$ cat src/rtl/ramp_mixer_if.sv
// Control and sample bus of ramp_mixer: per-channel waveform, enable and volume inputs,
// master gain, and the registered PWM sample with its valid/ramp status.
interface ramp_mixer_if #(
   parameter int unsigned NUM_CH = 4,
   parameter int unsigned VOL_W  = 4,
   parameter int unsigned OUT_W  = 8
) ();
   logic                    sample_tick;
   logic [NUM_CH-1:0]       wave;
   logic [NUM_CH-1:0]       enable;
   logic [NUM_CH*VOL_W-1:0] vol_target;
   logic                    ramp_en;
   logic [1:0]              gain;
   logic [OUT_W-1:0]        mixout;
   logic                    out_valid;
   logic                    ramp_done;

   modport master (
      output sample_tick, wave, enable, vol_target, ramp_en, gain,
      input  mixout, out_valid, ramp_done
   );

   modport slave (
      input  sample_tick, wave, enable, vol_target, ramp_en, gain,
      output mixout, out_valid, ramp_done
   );
endinterface

$ cat src/rtl/ramp_mixer.sv
// Multi-channel volume-ramped mixer: per-tick volume slew (stage 1), then sum, scale and
// saturating master gain into a registered PWM sample (stage 2).
module ramp_mixer #(
   parameter int unsigned NUM_CH = 4,
   parameter int unsigned VOL_W  = 4,
   parameter int unsigned OUT_W  = 8
) (
   input logic         clk,
   input logic         rst_n,
   ramp_mixer_if.slave bus
);
   localparam int unsigned SUM_W  = VOL_W + ((NUM_CH > 1) ? $clog2(NUM_CH) : 1);
   // Wide enough for the scaled sum shifted by the largest gain without loss.
   localparam int unsigned WIDE_W = SUM_W + OUT_W + 3;
   localparam int unsigned SH_L   = (SUM_W <= OUT_W) ? (OUT_W - SUM_W) : 0;
   localparam int unsigned SH_R   = (SUM_W > OUT_W) ? (SUM_W - OUT_W) : 0;

   logic [NUM_CH-1:0][VOL_W-1:0] cur_q, cur_d, eff;
   logic [NUM_CH-1:0]            wave_q, wave_d;
   logic                         pend_q, pend_d;
   logic [OUT_W-1:0]             mixout_q, mixout_d;
   logic                         out_valid_q, out_valid_d;
   logic                         ramp_done_q, ramp_done_d;
   logic [WIDE_W-1:0]            sum, scaled, gained;

   // Disabled channels target zero so they fade out rather than cut.
   always_comb begin
      for (int i = 0; i < NUM_CH; i++) begin
         eff[i] = bus.enable[i] ? bus.vol_target[i*VOL_W +: VOL_W] : '0;
      end
   end

   always_comb begin
      cur_d       = cur_q;
      wave_d      = wave_q;
      pend_d      = bus.sample_tick;
      ramp_done_d = 1'b1;
      if (bus.sample_tick) begin
         wave_d = bus.wave;
         for (int i = 0; i < NUM_CH; i++) begin
            if (!bus.ramp_en) begin
               cur_d[i] = eff[i];
            end else if (cur_q[i] < eff[i]) begin
               cur_d[i] = cur_q[i] + VOL_W'(1);
            end else if (cur_q[i] > eff[i]) begin
               cur_d[i] = cur_q[i] - VOL_W'(1);
            end
         end
      end
      for (int i = 0; i < NUM_CH; i++) begin
         if (cur_d[i] != eff[i]) begin
            ramp_done_d = 1'b0;
         end
      end
   end

   always_comb begin
      sum = '0;
      for (int i = 0; i < NUM_CH; i++) begin
         if (wave_q[i]) begin
            sum = sum + WIDE_W'(cur_q[i]);
         end
      end
      scaled      = (sum << SH_L) >> SH_R;
      gained      = scaled << bus.gain;
      mixout_d    = mixout_q;
      out_valid_d = pend_q;
      if (pend_q) begin
         mixout_d = (|gained[WIDE_W-1:OUT_W]) ? '1 : gained[OUT_W-1:0];
      end
   end

   always_ff @(posedge clk or negedge rst_n) begin
      if (!rst_n) begin
         cur_q       <= '0;
         wave_q      <= '0;
         pend_q      <= 1'b0;
         mixout_q    <= '0;
         out_valid_q <= 1'b0;
         ramp_done_q <= 1'b1;
      end else begin
         cur_q       <= cur_d;
         wave_q      <= wave_d;
         pend_q      <= pend_d;
         mixout_q    <= mixout_d;
         out_valid_q <= out_valid_d;
         ramp_done_q <= ramp_done_d;
      end
   end

   assign bus.mixout    = mixout_q;
   assign bus.out_valid = out_valid_q;
   assign bus.ramp_done = ramp_done_q;
endmodule

$ cat src/flat_wrapper.sv
// flat-port wrapper written by rule: the top's interface ports become plain ports
module ramp_mixer_flat 
#(
   parameter int unsigned NUM_CH = 4,
   parameter int unsigned VOL_W  = 4,
   parameter int unsigned OUT_W  = 8
)
  (clk, rst_n, bus_sample_tick, bus_wave, bus_enable, bus_vol_target, bus_ramp_en, bus_gain, bus_mixout, bus_out_valid, bus_ramp_done);
  ramp_mixer_if #(.NUM_CH(NUM_CH), .VOL_W(VOL_W), .OUT_W(OUT_W)) bus_i ();
  input logic clk;
  input logic rst_n;
  input wire logic [$bits(bus_i.sample_tick)-1:0] bus_sample_tick;
  input wire logic [$bits(bus_i.wave)-1:0] bus_wave;
  input wire logic [$bits(bus_i.enable)-1:0] bus_enable;
  input wire logic [$bits(bus_i.vol_target)-1:0] bus_vol_target;
  input wire logic [$bits(bus_i.ramp_en)-1:0] bus_ramp_en;
  input wire logic [$bits(bus_i.gain)-1:0] bus_gain;
  output wire logic [$bits(bus_i.mixout)-1:0] bus_mixout;
  output wire logic [$bits(bus_i.out_valid)-1:0] bus_out_valid;
  output wire logic [$bits(bus_i.ramp_done)-1:0] bus_ramp_done;
  assign bus_i.sample_tick = bus_sample_tick;
  assign bus_i.wave = bus_wave;
  assign bus_i.enable = bus_enable;
  assign bus_i.vol_target = bus_vol_target;
  assign bus_i.ramp_en = bus_ramp_en;
  assign bus_i.gain = bus_gain;
  assign bus_mixout = bus_i.mixout;
  assign bus_out_valid = bus_i.out_valid;
  assign bus_ramp_done = bus_i.ramp_done;
  ramp_mixer #(.NUM_CH(NUM_CH), .VOL_W(VOL_W), .OUT_W(OUT_W)) u_core (.clk(clk), .rst_n(rst_n), .bus(bus_i));
endmodule
$ cat config.mk
export PLATFORM = sky130hd
export DESIGN_NAME = ramp_mixer_flat
export DESIGN_NICKNAME = d
export VERILOG_FILES = /design/src/rtl/ramp_mixer_if.sv /design/src/rtl/ramp_mixer.sv /design/src/flat_wrapper.sv
export SDC_FILE = /design/constraint.sdc
export NUM_CORES = 1
export LEC_CHECK = 0
export ABC_CLOCK_PERIOD_IN_PS = 6150
export BUFFER_PORTS_ARGS = -buffer_cell sky130_fd_sc_hd__buf_2
export CORE_MARGIN = 2
export CORE_UTILIZATION = 55
export DETAILED_ROUTE_END_ITERATION = 12
export GPL_ROUTABILITY_DRIVEN = 0
export PLACE_DENSITY = 0.87
export SYNTH_ARGS = -nofsm -noshare
export SYNTH_HDL_FRONTEND = slang
export SYNTH_SLANG_ARGS = --single-unit
export TNS_END_PERCENT = 100
$ cat constraint.sdc
create_clock -name clk -period 6.15 [get_ports clk]
set_input_delay 0.3075 -clock clk [delete_from_list [all_inputs] [get_ports clk]]
set_output_delay 0.3075 -clock clk [all_outputs]
set_load 0.02 [all_outputs]
---- Word level (Yosys, flattened, before mapping) ----
Cells that the tools add are included.
operators by class
  $add $sub $neg .......................... 11
  magnitude comparators ................... 8
  eq/ne operators ......................... 4
  shifts and indexed selects .............. 1
  multiplexer cells ....................... 26
  reduce and logical (&&, ||, !) cells .... 1
operators with widths
  cell                                               number
  two-way mux 4 bit                                  17
  two-way mux 15 bit                                 2
  left shift 17 x 2 -> 17 bit                        1
  adder 4 x 1 -> 4 bit (second input constant)       4
  > comparator 4 bit                                 4
  < comparator 4 bit                                 4
  two-way mux 16 bit                                 1
  inequality test 4 bit                              4
  subtractor 4 x 1 -> 4 bit (second input constant)  4
  adder 15 x 4 -> 15 bit                             1
  OR reduction 9 bit                                 1
  two-way mux 8 bit                                  1
  adder 5 x 4 -> 6 bit                               1
  adder 4 x 4 -> 5 bit                               1
  two-way mux 5 bit                                  1
  two-way mux 1 bit                                  4
word-level totals
  register bits after elaboration ......... 31
  output and inout port bits .............. 10

---- Depth between registers and ports, before layout ----
Gate-level depths: netlist of run 1.
  word-level depth ........................ 11
  depth in mapped cells ................... 20

---- Least setup slack after synthesis of run 1 ----
No wires, ideal clock.
  path type ............................... register -> register
  start ................................... register u_core.wave_q[0]
  end ..................................... register u_core.mixout_q[6], in the netlist u_core.bus.mixout[6]
  data arrival time ....................... 4.212 ns
  required time ........................... 6.029 ns
  setup slack ............................. 1.817 ns
  cell stages (with the launch flop) ...... 20
  buffers on the path ..................... 0
  clock period less this slack ............ 4.333 ns
  path through ............................ dfrtp_1 -> and2_1 -> ha_1 -> inv_1 -> fa_1 -> mux2i_1 -> ha_1 -> a21o_1 -> a21oi_1 -> xnor2_1 -> mux2_2 -> ha_1 -> o21ai_0 -> o21bai_1 -> or3b_1 -> mux2_2 -> xor2_1 -> o21ai_1 -> nand3_2 -> o22a_1
on the way
  longest elaborated chain between the ends .. 10
ends and longest elaborated chain
  what                             RTL line          text
  start, declared                  ramp_mixer.sv:19  logic [NUM_CH-1:0] wave_q, wave_d;
  start signal, assigned           ramp_mixer.sv:83  wave_q <= wave_d;
  two-way mux 4 bit (*)            ramp_mixer.sv:60  if (wave_q[i]) begin
  adder 4 x 4 -> 5 bit             ramp_mixer.sv:61  sum = sum + WIDE_W'(cur_q[i]);
  two-way mux 5 bit (*)            ramp_mixer.sv:60
  adder 5 x 4 -> 6 bit             ramp_mixer.sv:61
  two-way mux 15 bit (*)           ramp_mixer.sv:60
  adder 15 x 4 -> 15 bit           ramp_mixer.sv:61
  two-way mux 15 bit (*)           ramp_mixer.sv:60
  left shift 17 x 2 -> 17 bit (*)  ramp_mixer.sv:65  gained = scaled << bus.gain;
  OR reduction 9 bit               ramp_mixer.sv:69  mixout_d = (|gained[WIDE_W-1:OUT_W]) ? '1 : gained[OUT_W-1:0];
  two-way mux 8 bit (*)            ramp_mixer.sv:69
  end signal, assigned             ramp_mixer.sv:85  mixout_q <= mixout_d;
  end, declared                    ramp_mixer.sv:21  logic [OUT_W-1:0] mixout_q, mixout_d;
Mark *: on every way between the ends. The rest lies on a longest branch, timed or not.
A chain may end at the register's enable or synchronous reset.

---- Worst setup path in the final report of run 1 ----
  start ................................... register u_core.cur_q[0] (netlist name)
  end ..................................... register u_core.mixout_q[5], in the netlist u_core.bus.mixout[5]
on the way
  longest elaborated chain between the ends .. 10
ends and longest elaborated chain
  what                             RTL line          text
  start, declared                  ramp_mixer.sv:18  logic [NUM_CH-1:0][VOL_W-1:0] cur_q, cur_d, eff;
  start signal, assigned           ramp_mixer.sv:82  cur_q <= cur_d;
  two-way mux 4 bit (*)            ramp_mixer.sv:60
  adder 4 x 4 -> 5 bit             ramp_mixer.sv:61
  two-way mux 5 bit (*)            ramp_mixer.sv:60
  adder 5 x 4 -> 6 bit             ramp_mixer.sv:61
  two-way mux 15 bit (*)           ramp_mixer.sv:60
  adder 15 x 4 -> 15 bit           ramp_mixer.sv:61
  two-way mux 15 bit (*)           ramp_mixer.sv:60
  left shift 17 x 2 -> 17 bit (*)  ramp_mixer.sv:65
  OR reduction 9 bit               ramp_mixer.sv:69
  two-way mux 8 bit (*)            ramp_mixer.sv:69
Marked as above.

==> results summary, run 1 <==
The number of instances in the synthesized netlist came out at 443. The effective utilization at floorplan came out at 56.70%. The number of diodes added for antenna fixing is 0. The total global-route track usage is 25.21%. The worst reg-to-reg setup slack came out at 1.28 ns. The flow ran to the end, and the final reports show no timing, DRC or antenna violations. The classification of the worst-slack hold path is input port to async pin. The post-synthesis area per instance is 8.081 sq um.

The floorplan step set the die width to 84.68 um. In this run the core area contains 29 standard-cell rows. The number of slew-limit violations in the final report came to 0.

Post-CTS timing repair inserted 0 buffers for setup. The setup-violating endpoint count in the final report is 0. The area growth from synthesis to layout is 7.725%. After synthesis, the cell types taking the most area are sky130_fd_sc_hd__dfrtp_1, sky130_fd_sc_hd__ha_1, sky130_fd_sc_hd__a21oi_1, sky130_fd_sc_hd__xnor2_1, sky130_fd_sc_hd__nand2_1. The number of warnings printed during yosys synthesis came out at 0. The post-synthesis cell area came out at 3580 sq um. The async set-or-reset flop fraction in the synthesized netlist came out at 100.0%. The deepest clock path buffer count is 2.

STA classifies the critical path startpoint as a flip-flop. The number of CTS-inserted buffers is 5. The worst-case IR drop observed on VDD is 0.0002376 V. The number of vias in the routed layout came out at 3580. The initial antenna violation count came to 0. The routed design uses 4320 um of met2 wire. In this run the worst path has a maximum fanout of 12. The critical path endpoint category is a flip-flop. The total routed wire length on the met1 layer is 3800 um.

The final critical-path required period is 4.873 ns. Summed over all instances, the cell type with the most area after synthesis is sky130_fd_sc_hd__dfrtp_1. The reported leakage power is 0.001705 uW. The largest net degree at the start of global routing is 53. TritonCTS built the clock tree. After synthesis the netlist holds a flip-flop and latch count of 30. The routed wire length per instance came out at 16.61 um.

For this run, the post-layout net count is 532. The boundary pin count came out at 40. The critical path data required time came out at 6.33 ns. Hold repair after CTS inserted 0 buffers. The critical path is of the flip-flop to flip-flop type. The floorplan die area is 7170 sq um.

The number of nets with antenna violations after detailed routing is 0. In this run, post-CTS repair resized a total of 0 instances. The post-synthesis net count came out at 512.

Setup repair after global routing left no endpoint under its margin. The cell at the root of the clock tree is sky130_fd_sc_hd__clkbuf_8. The wire length of the first global-routing pass is 14980 um. The most common cell in the synthesized netlist is sky130_fd_sc_hd__nand2_1. The ratio of routed vias to standard cells is 6.617. In this run the critical register-to-register path is launched from u_core.cur_q[0]$_DFF_PN0_.

The first detailed-routing pass ran for 5 iterations. The fraction of final layout cells sized beyond drive strength 1 is 14.44%. The clock transition at the registers of the reported paths came out at 0.08 ns. The number of hold-slack violations in the final timing report is 0. For this block, the initial DRC count from the detailed router was 279.

The max-capacitance violation count came out at 0. In the finished design, the share of the clock period the worst path needs comes to 79.24%. After synthesis, the most frequently instantiated cells are sky130_fd_sc_hd__nand2_1, sky130_fd_sc_hd__ha_1, sky130_fd_sc_hd__a21oi_1.

The via count of the first global-routing pass is 3322. The layout filler cell count is 543. The setup total negative slack came out at 0 ns. The depth of the worst register-to-register path is 19.

In the routed design, unresolved DRC markers number 0. The wire-length estimate of the detail-placed layout is 6705 um. The overall power after layout came out at 1452 uW. The maximum operating frequency came out at 205.2 MHz.

The count of flip-flops with a built-in enable after synthesis came out at 0. The actual transition at the worst max-transition pin came out at 0.9268 ns. The highest layer used for signal routing is met4. The reg-to-reg endpoint is u_core.bus.mixout[5]$_DFFE_PN0P_. Power spread over the standard cell area amounts to 376.5 nW/um^2. Between clock sinks in the finished design, the worst skew comes to 0.008170 ns. The insertion delay to the later sink of the worst-skew pair came out at 0.29 ns. Detailed routing placed a total of 694 um of wire on met3.

The most used flip-flop cell after synthesis is sky130_fd_sc_hd__dfrtp_1. The H-tree depth is 2. The die height came out at 84.68 um. The TritonCTS sink count is 30. The post-synthesis sequential area ratio is 21.01%.

The relative slew slack came out at 38.21%. The total overflow left after global routing is 0. The top-area cell type share of the netlist area is 20.27%.

The arrival time of the worst setup path came out at 5.05 ns. The number of distinct standard cells referenced by the synthesized netlist is 68. The standard cell core area is 6314 sq um. The number of port buffers is 39. The final layout contains routed wiring with a total length of 8988 um.
==> worst max-delay path: stages, from the launching register on <==
cell and delay, ns:
sky130_fd_sc_hd__dfrtp_1 0.60, sky130_fd_sc_hd__and2_1 0.22, sky130_fd_sc_hd__ha_1 0.17, sky130_fd_sc_hd__inv_1 0.06, sky130_fd_sc_hd__fa_1 0.44, sky130_fd_sc_hd__mux2i_1 0.29, sky130_fd_sc_hd__ha_1 0.30, sky130_fd_sc_hd__a21o_1 0.17
sky130_fd_sc_hd__a21oi_1 0.23, sky130_fd_sc_hd__xnor2_1 0.09, sky130_fd_sc_hd__mux2_2 0.29, sky130_fd_sc_hd__ha_1 0.30, sky130_fd_sc_hd__o21ai_0 0.11, sky130_fd_sc_hd__o21bai_1 0.16, sky130_fd_sc_hd__or3b_1 0.35, sky130_fd_sc_hd__mux2_2 0.28
sky130_fd_sc_hd__xor2_1 0.17, sky130_fd_sc_hd__o21ai_1 0.17, sky130_fd_sc_hd__nand3_2 0.16, sky130_fd_sc_hd__o22a_1 0.22
==> layout by cell type (no fill, tap or decap), types with 5 or more instances in the layout <==
| cell | n |
|---|---|
| sky130_fd_sc_hd__a211oi_1 | 6 |
| sky130_fd_sc_hd__a21o_1 | 7 |
| sky130_fd_sc_hd__a21oi_1 | 32 |
| sky130_fd_sc_hd__a31oi_1 | 7 |
| sky130_fd_sc_hd__and2_1 | 8 |
| sky130_fd_sc_hd__buf_2 | 39 |
| sky130_fd_sc_hd__clkbuf_8 | 6 |
| sky130_fd_sc_hd__dfrtp_1 | 29 |
| sky130_fd_sc_hd__ha_1 | 36 |
| sky130_fd_sc_hd__inv_1 | 23 |
| sky130_fd_sc_hd__mux2_2 | 9 |
| sky130_fd_sc_hd__mux2i_1 | 12 |
| sky130_fd_sc_hd__nand2_1 | 38 |
| sky130_fd_sc_hd__nand2b_1 | 5 |
| sky130_fd_sc_hd__nand3_1 | 24 |
| sky130_fd_sc_hd__nand4_1 | 7 |
| sky130_fd_sc_hd__nor2_1 | 18 |
| sky130_fd_sc_hd__nor4_1 | 5 |
| sky130_fd_sc_hd__o211ai_1 | 10 |
| sky130_fd_sc_hd__o21ai_0 | 27 |
| sky130_fd_sc_hd__o22a_1 | 7 |
| sky130_fd_sc_hd__o22ai_1 | 9 |
| sky130_fd_sc_hd__xnor2_1 | 18 |
| sky130_fd_sc_hd__xor2_1 | 5 |
==> kinds of logic (layout without fill, tap and decap cells) <==
logic type,Yosys count,after routing,share of synthesized area (%)
simple gates,133,133,19.61
mux,22,22,6.501
xor+xnor,23,23,5.627
buf+inv,49,70,5.487
flops,30,30,21.01
compound gates,147,147,27.51
fa+ha+maj,39,39,14.26
==> metal layers <==
metal,global-route usage (%),up-vias
li1,-,1703
met1,32.20,1681
met2,43.52,175
met4,7.504,0
met5,0,-
met3,4.425,21
==> power breakdown <==
part / leakage (uW) / switching (uW) / total [uW] / internal, uW
sequential: 0.000350 / 97.5 / 348 / 250
combinational: 0.00131 / 517 / 924 / 407
clock: 0.0000472 / 89.7 / 180 / 90.1
==> cell type report <==
class	count	area, sq um	area share [%]
multi-input combinational	364	2631	68.23
sequential	30	752.0	19.50
clock buffer	6	82.58	2.141
inverter	23	86.33	2.239
tap	77	96.34	2.498
timing repair buffer	39	195.2	5.062
clock inverter	2	12.51	0.3245
==> sequential cells by signal, summed over array words and instances, names as in the netlist <==
name and cells:
u_core.bus.out_valid 1, u_core.wave_q 4, u_core.bus.ramp_done 1, u_core.bus.mixout 7, u_core.cur_q 16, u_core.out_valid_d 1
==> per-stage QoR <==
step	setup WS (ns)	area, sq um	hold WS (ns)	util, %	cells
floorplan	1.817	3580	0.01191	-	443
global placement	1.590	3761	0.4055	59.57	533
detailed placement	1.345	3761	0.4196	59.57	533
CTS	1.338	3856	0.1119	61.08	541
global route	0.9364	3856	0.1491	61.08	541
finish	1.277	3856	0.07674	61.08	541
==> worst max-delay path by stage <==
stage	endpoint	start
after floorplan	u_core.bus.mixout[6]$_DFFE_PN0P_	u_core.wave_q[0]$_DFFE_PN0P_
after global placement	u_core.bus.mixout[4]$_DFFE_PN0P_	u_core.cur_q[0]$_DFF_PN0_
after detailed placement	u_core.bus.mixout[5]$_DFFE_PN0P_	u_core.cur_q[0]$_DFF_PN0_
after CTS	u_core.bus.mixout[5]$_DFFE_PN0P_	u_core.cur_q[0]$_DFF_PN0_
after global routing	u_core.bus.mixout[4]$_DFFE_PN0P_	u_core.cur_q[0]$_DFF_PN0_
final	u_core.bus.mixout[5]$_DFFE_PN0P_	u_core.cur_q[0]$_DFF_PN0_
Power figures use the tool's default switching activity.
==> run 2, diff against run 1 <==
--- a/config.mk
+++ b/config.mk
@@ -5,7 +5,7 @@
 export SDC_FILE = /design/constraint.sdc
 export NUM_CORES = 1
 export LEC_CHECK = 0
-export ABC_CLOCK_PERIOD_IN_PS = 6150
+export ABC_CLOCK_PERIOD_IN_PS = 4900
 export BUFFER_PORTS_ARGS = -buffer_cell sky130_fd_sc_hd__buf_2
 export CORE_MARGIN = 2
 export CORE_UTILIZATION = 55
==> constraint.sdc (replaced) <==
create_clock -name clk -period 4.9 [get_ports clk]
set_input_delay 0.245 -clock clk [delete_from_list [all_inputs] [get_ports clk]]
set_output_delay 0.245 -clock clk [all_outputs]
set_load 0.02 [all_outputs]
==> run 2 against run 1 <==
Sequential power up 24%. Sequential share of layout area decreased by 0.14 points. Register-to-register slack worse by 0.98 ns. Wire length fell by 0.12%.
==> results summary, run 2 (synthesis results as in run 1) <==
The ratio of routed vias to standard cells is 6.585 (-0.49%). The worst IR drop on VDD came out at 0.0002571 V (+8.2%). The initial antenna violation count is 0 (unchanged). The final clock period utilization by the worst path came out at 93.95% (+15 points).

The routed wire length per instance is 16.56 um (-0.31%). The actual transition at the worst max-transition pin is 0.8945 ns (-0.03231 ns). The max-capacitance violation count is 0 (unchanged).

The number of detailed-route iterations in the first pass came out at 5 (unchanged). Setup repair after global routing left no endpoint under its margin. The critical path data required time came to 5.07 ns (-1.26 ns). Ranked by flip-flop count, first place goes to u_core.cur_q. The number of port buffers came out at 39 (unchanged). The arrival time of the worst setup path is 4.77 ns (-0.28 ns). The number of flip-flops in the largest register was 16 (unchanged). The end-of-flow core utilization was 61.71% (+0.63 points). The number of CTS-inserted buffers came out at 5 (unchanged).

The largest net degree at the start of global routing came to 53 (unchanged). The path class of the tightest hold or removal check is input port to async pin. The insertion delay to the later sink of the worst-skew pair came out at 0.29 ns (about the same). The worst-case clock skew came out at 0.008749 ns (+0.0005792 ns). The clock tree from TritonCTS is built. The via count of the first global-routing pass came to 3290 (-0.96%). The layout filler cell count came out at 559 (+2.9%).

The critical setup path kind is flip-flop to flip-flop. The power density relative to cell area was 480.0 nW/um^2 (+27%). The wire length of the first global-routing pass is 14720 um (-1.7%).

The number of slew-limit violations in the final report is 0 (unchanged). The standard-cell row count came out at 29 (unchanged). The remaining design rule violation count is 0 (unchanged). The effective utilization at floorplan came out at 56.70% (unchanged). STA classifies the critical path startpoint as a flip-flop. The violation count after the first detailed-routing iteration is 258 (-7.5%). The total global-route track usage was 24.80% (-0.42 points).

The maximum operating frequency came to 217.2 MHz (+5.9%). The number of nets with antenna violations after detailed routing came to 0 (unchanged). The worst reg-to-reg setup slack came out at 0.30 ns (-0.98 ns). The net total in the final layout is 533 (+0.19%). The reported leakage power is 0.001718 uW (+0.76%). The floorplan die area came to 7170 sq um (unchanged).

The TritonCTS sink count was 30 (unchanged). The deepest clock path buffer count is 2 (unchanged). The H-tree depth is 2 (unchanged).

The setup total negative slack was 0 ns (unchanged). The standard cell core area came to 6314 sq um (unchanged). The remaining global-route overflow came to 0 (unchanged).

The final critical-path required period was 4.603 ns (-0.2700 ns). The die height is 84.68 um (unchanged). The number of diodes added for antenna fixing is 0 (unchanged). The final HPWL from detailed placement came out at 6770 um (+0.97%).

The library cells used most frequently in the layout, excluding fill and tap cells, are sky130_fd_sc_hd__buf_2, sky130_fd_sc_hd__nand2_1, sky130_fd_sc_hd__ha_1, sky130_fd_sc_hd__a21oi_1. STA classifies the critical path endpoint as a flip-flop. The number of hold-slack violations in the final timing report came out at 0 (unchanged). The area added between synthesis and finish is 8.843%. The die span in x is 84.68 um (unchanged).

The relative slew slack was 40.37% (+2.2 points). The overall routed net length came out at 8977 um (-0.12%). The run finished with clean final reports. The number of vias in the routed layout is 3569 (-0.31%). The top fanout value on the critical path is 8 (-4). Clock tree synthesis selected as its root buffer the cell sky130_fd_sc_hd__clkbuf_8.

The boundary pin count came out at 40 (unchanged). Leaving out fill and tap cells, the most frequent cell in the layout is sky130_fd_sc_hd__buf_2. The setup-violating endpoint count in the final report is 0 (unchanged). The clock transition at the registers of the reported paths came to 0.08 ns (about the same).

The fraction of final layout cells sized beyond drive strength 1 is 15.48% (+1.0 points).
run 2: report_power, final:
group          total [uW]  switching, uW  internal [uW]
Combinational        1180            664            520
Clock                 256            106            150
Sequential            430            115            315
Total                1870            885            985
run 2: path summary, 6_finish.rpt:
| kind | cells after the start | from | end |
|---|---|---|---|
| setup / recovery | 19 | u_core.wave_q[0]$_DFFE_PN0P_ | u_core.bus.mixout[3]$_DFFE_PN0P_ |
| min in group clk | 3 | bus_wave[1] | u_core.wave_q[1]$_DFFE_PN0P_ |
| max in group asynchronous | 1 | rst_n | u_core.wave_q[0]$_DFFE_PN0P_ |
| hold / removal | 1 | rst_n | u_core.cur_q[13]$_DFF_PN0_ |
| setup reg to reg | 19 | u_core.wave_q[0]$_DFFE_PN0P_ | u_core.bus.mixout[3]$_DFFE_PN0P_ |
| hold reg to reg | 1 | u_core.bus.mixout[1]$_DFFE_PN0P_ | u_core.bus.mixout[1]$_DFFE_PN0P_ |
run 2: area by class of cell:
| type | instances | area [sq um] | area share [%] |
|---|---|---|---|
| clock buffer | 5 | 68.82 | 1.766 |
| tap | 77 | 96.34 | 2.473 |
| inverter | 23 | 86.33 | 2.216 |
| timing repair buffer | 40 | 202.7 | 5.202 |
| sequential | 30 | 754.5 | 19.36 |
| multi-input combinational | 364 | 2648 | 67.95 |
| clock inverter | 3 | 40.04 | 1.028 |
run 2: worst max-delay path: stages (launching register included):
cell                       delay, ns
sky130_fd_sc_hd__dfrtp_2        0.45
sky130_fd_sc_hd__and2_1         0.19
sky130_fd_sc_hd__ha_1           0.20
sky130_fd_sc_hd__inv_1          0.07
sky130_fd_sc_hd__fa_1           0.44
sky130_fd_sc_hd__mux2i_4        0.22
sky130_fd_sc_hd__ha_1           0.27
sky130_fd_sc_hd__a21o_1         0.17
sky130_fd_sc_hd__a21oi_2        0.18
sky130_fd_sc_hd__xnor2_1        0.09
sky130_fd_sc_hd__mux2_2         0.29
sky130_fd_sc_hd__ha_1           0.30
sky130_fd_sc_hd__o21ai_0        0.11
sky130_fd_sc_hd__o21bai_1       0.17
sky130_fd_sc_hd__or3b_1         0.36
sky130_fd_sc_hd__mux2_2         0.27
sky130_fd_sc_hd__xor2_1         0.16
sky130_fd_sc_hd__o21ai_1        0.16
sky130_fd_sc_hd__nand3_2        0.16
sky130_fd_sc_hd__o22a_1         0.22
run 2: repair_timing:
item,4_1_cts,5_1_grt
buffers inserted,0,0
endpoints found under the setup margin,0,7
hold buffers,0,0
gates resized for setup,0,5
run 2: per-layer routing:
metal  global-route usage, %  wire [um]
met1                   31.49       3884
met2                   43.45       4347
met3                   3.933        613
met4                   7.071        132
met5                       0          0
run 2: stage by stage:
stage	setup WS [ns]	total power [uW]	hold slack [ns]	std cells	instance area, sq um
4_1_cts	0.1629	1845	0.04569	542	3877
2_1_floorplan	0.5671	1326	-0.05059	443	3580
5_1_grt	0.04724	2032	0.08681	542	3896
3_3_place_gp	0.4160	1519	0.3433	534	3769
6_report	0.2967	1870	0.02591	542	3896
3_5_place_dp	0.1782	1580	0.3526	534	3769
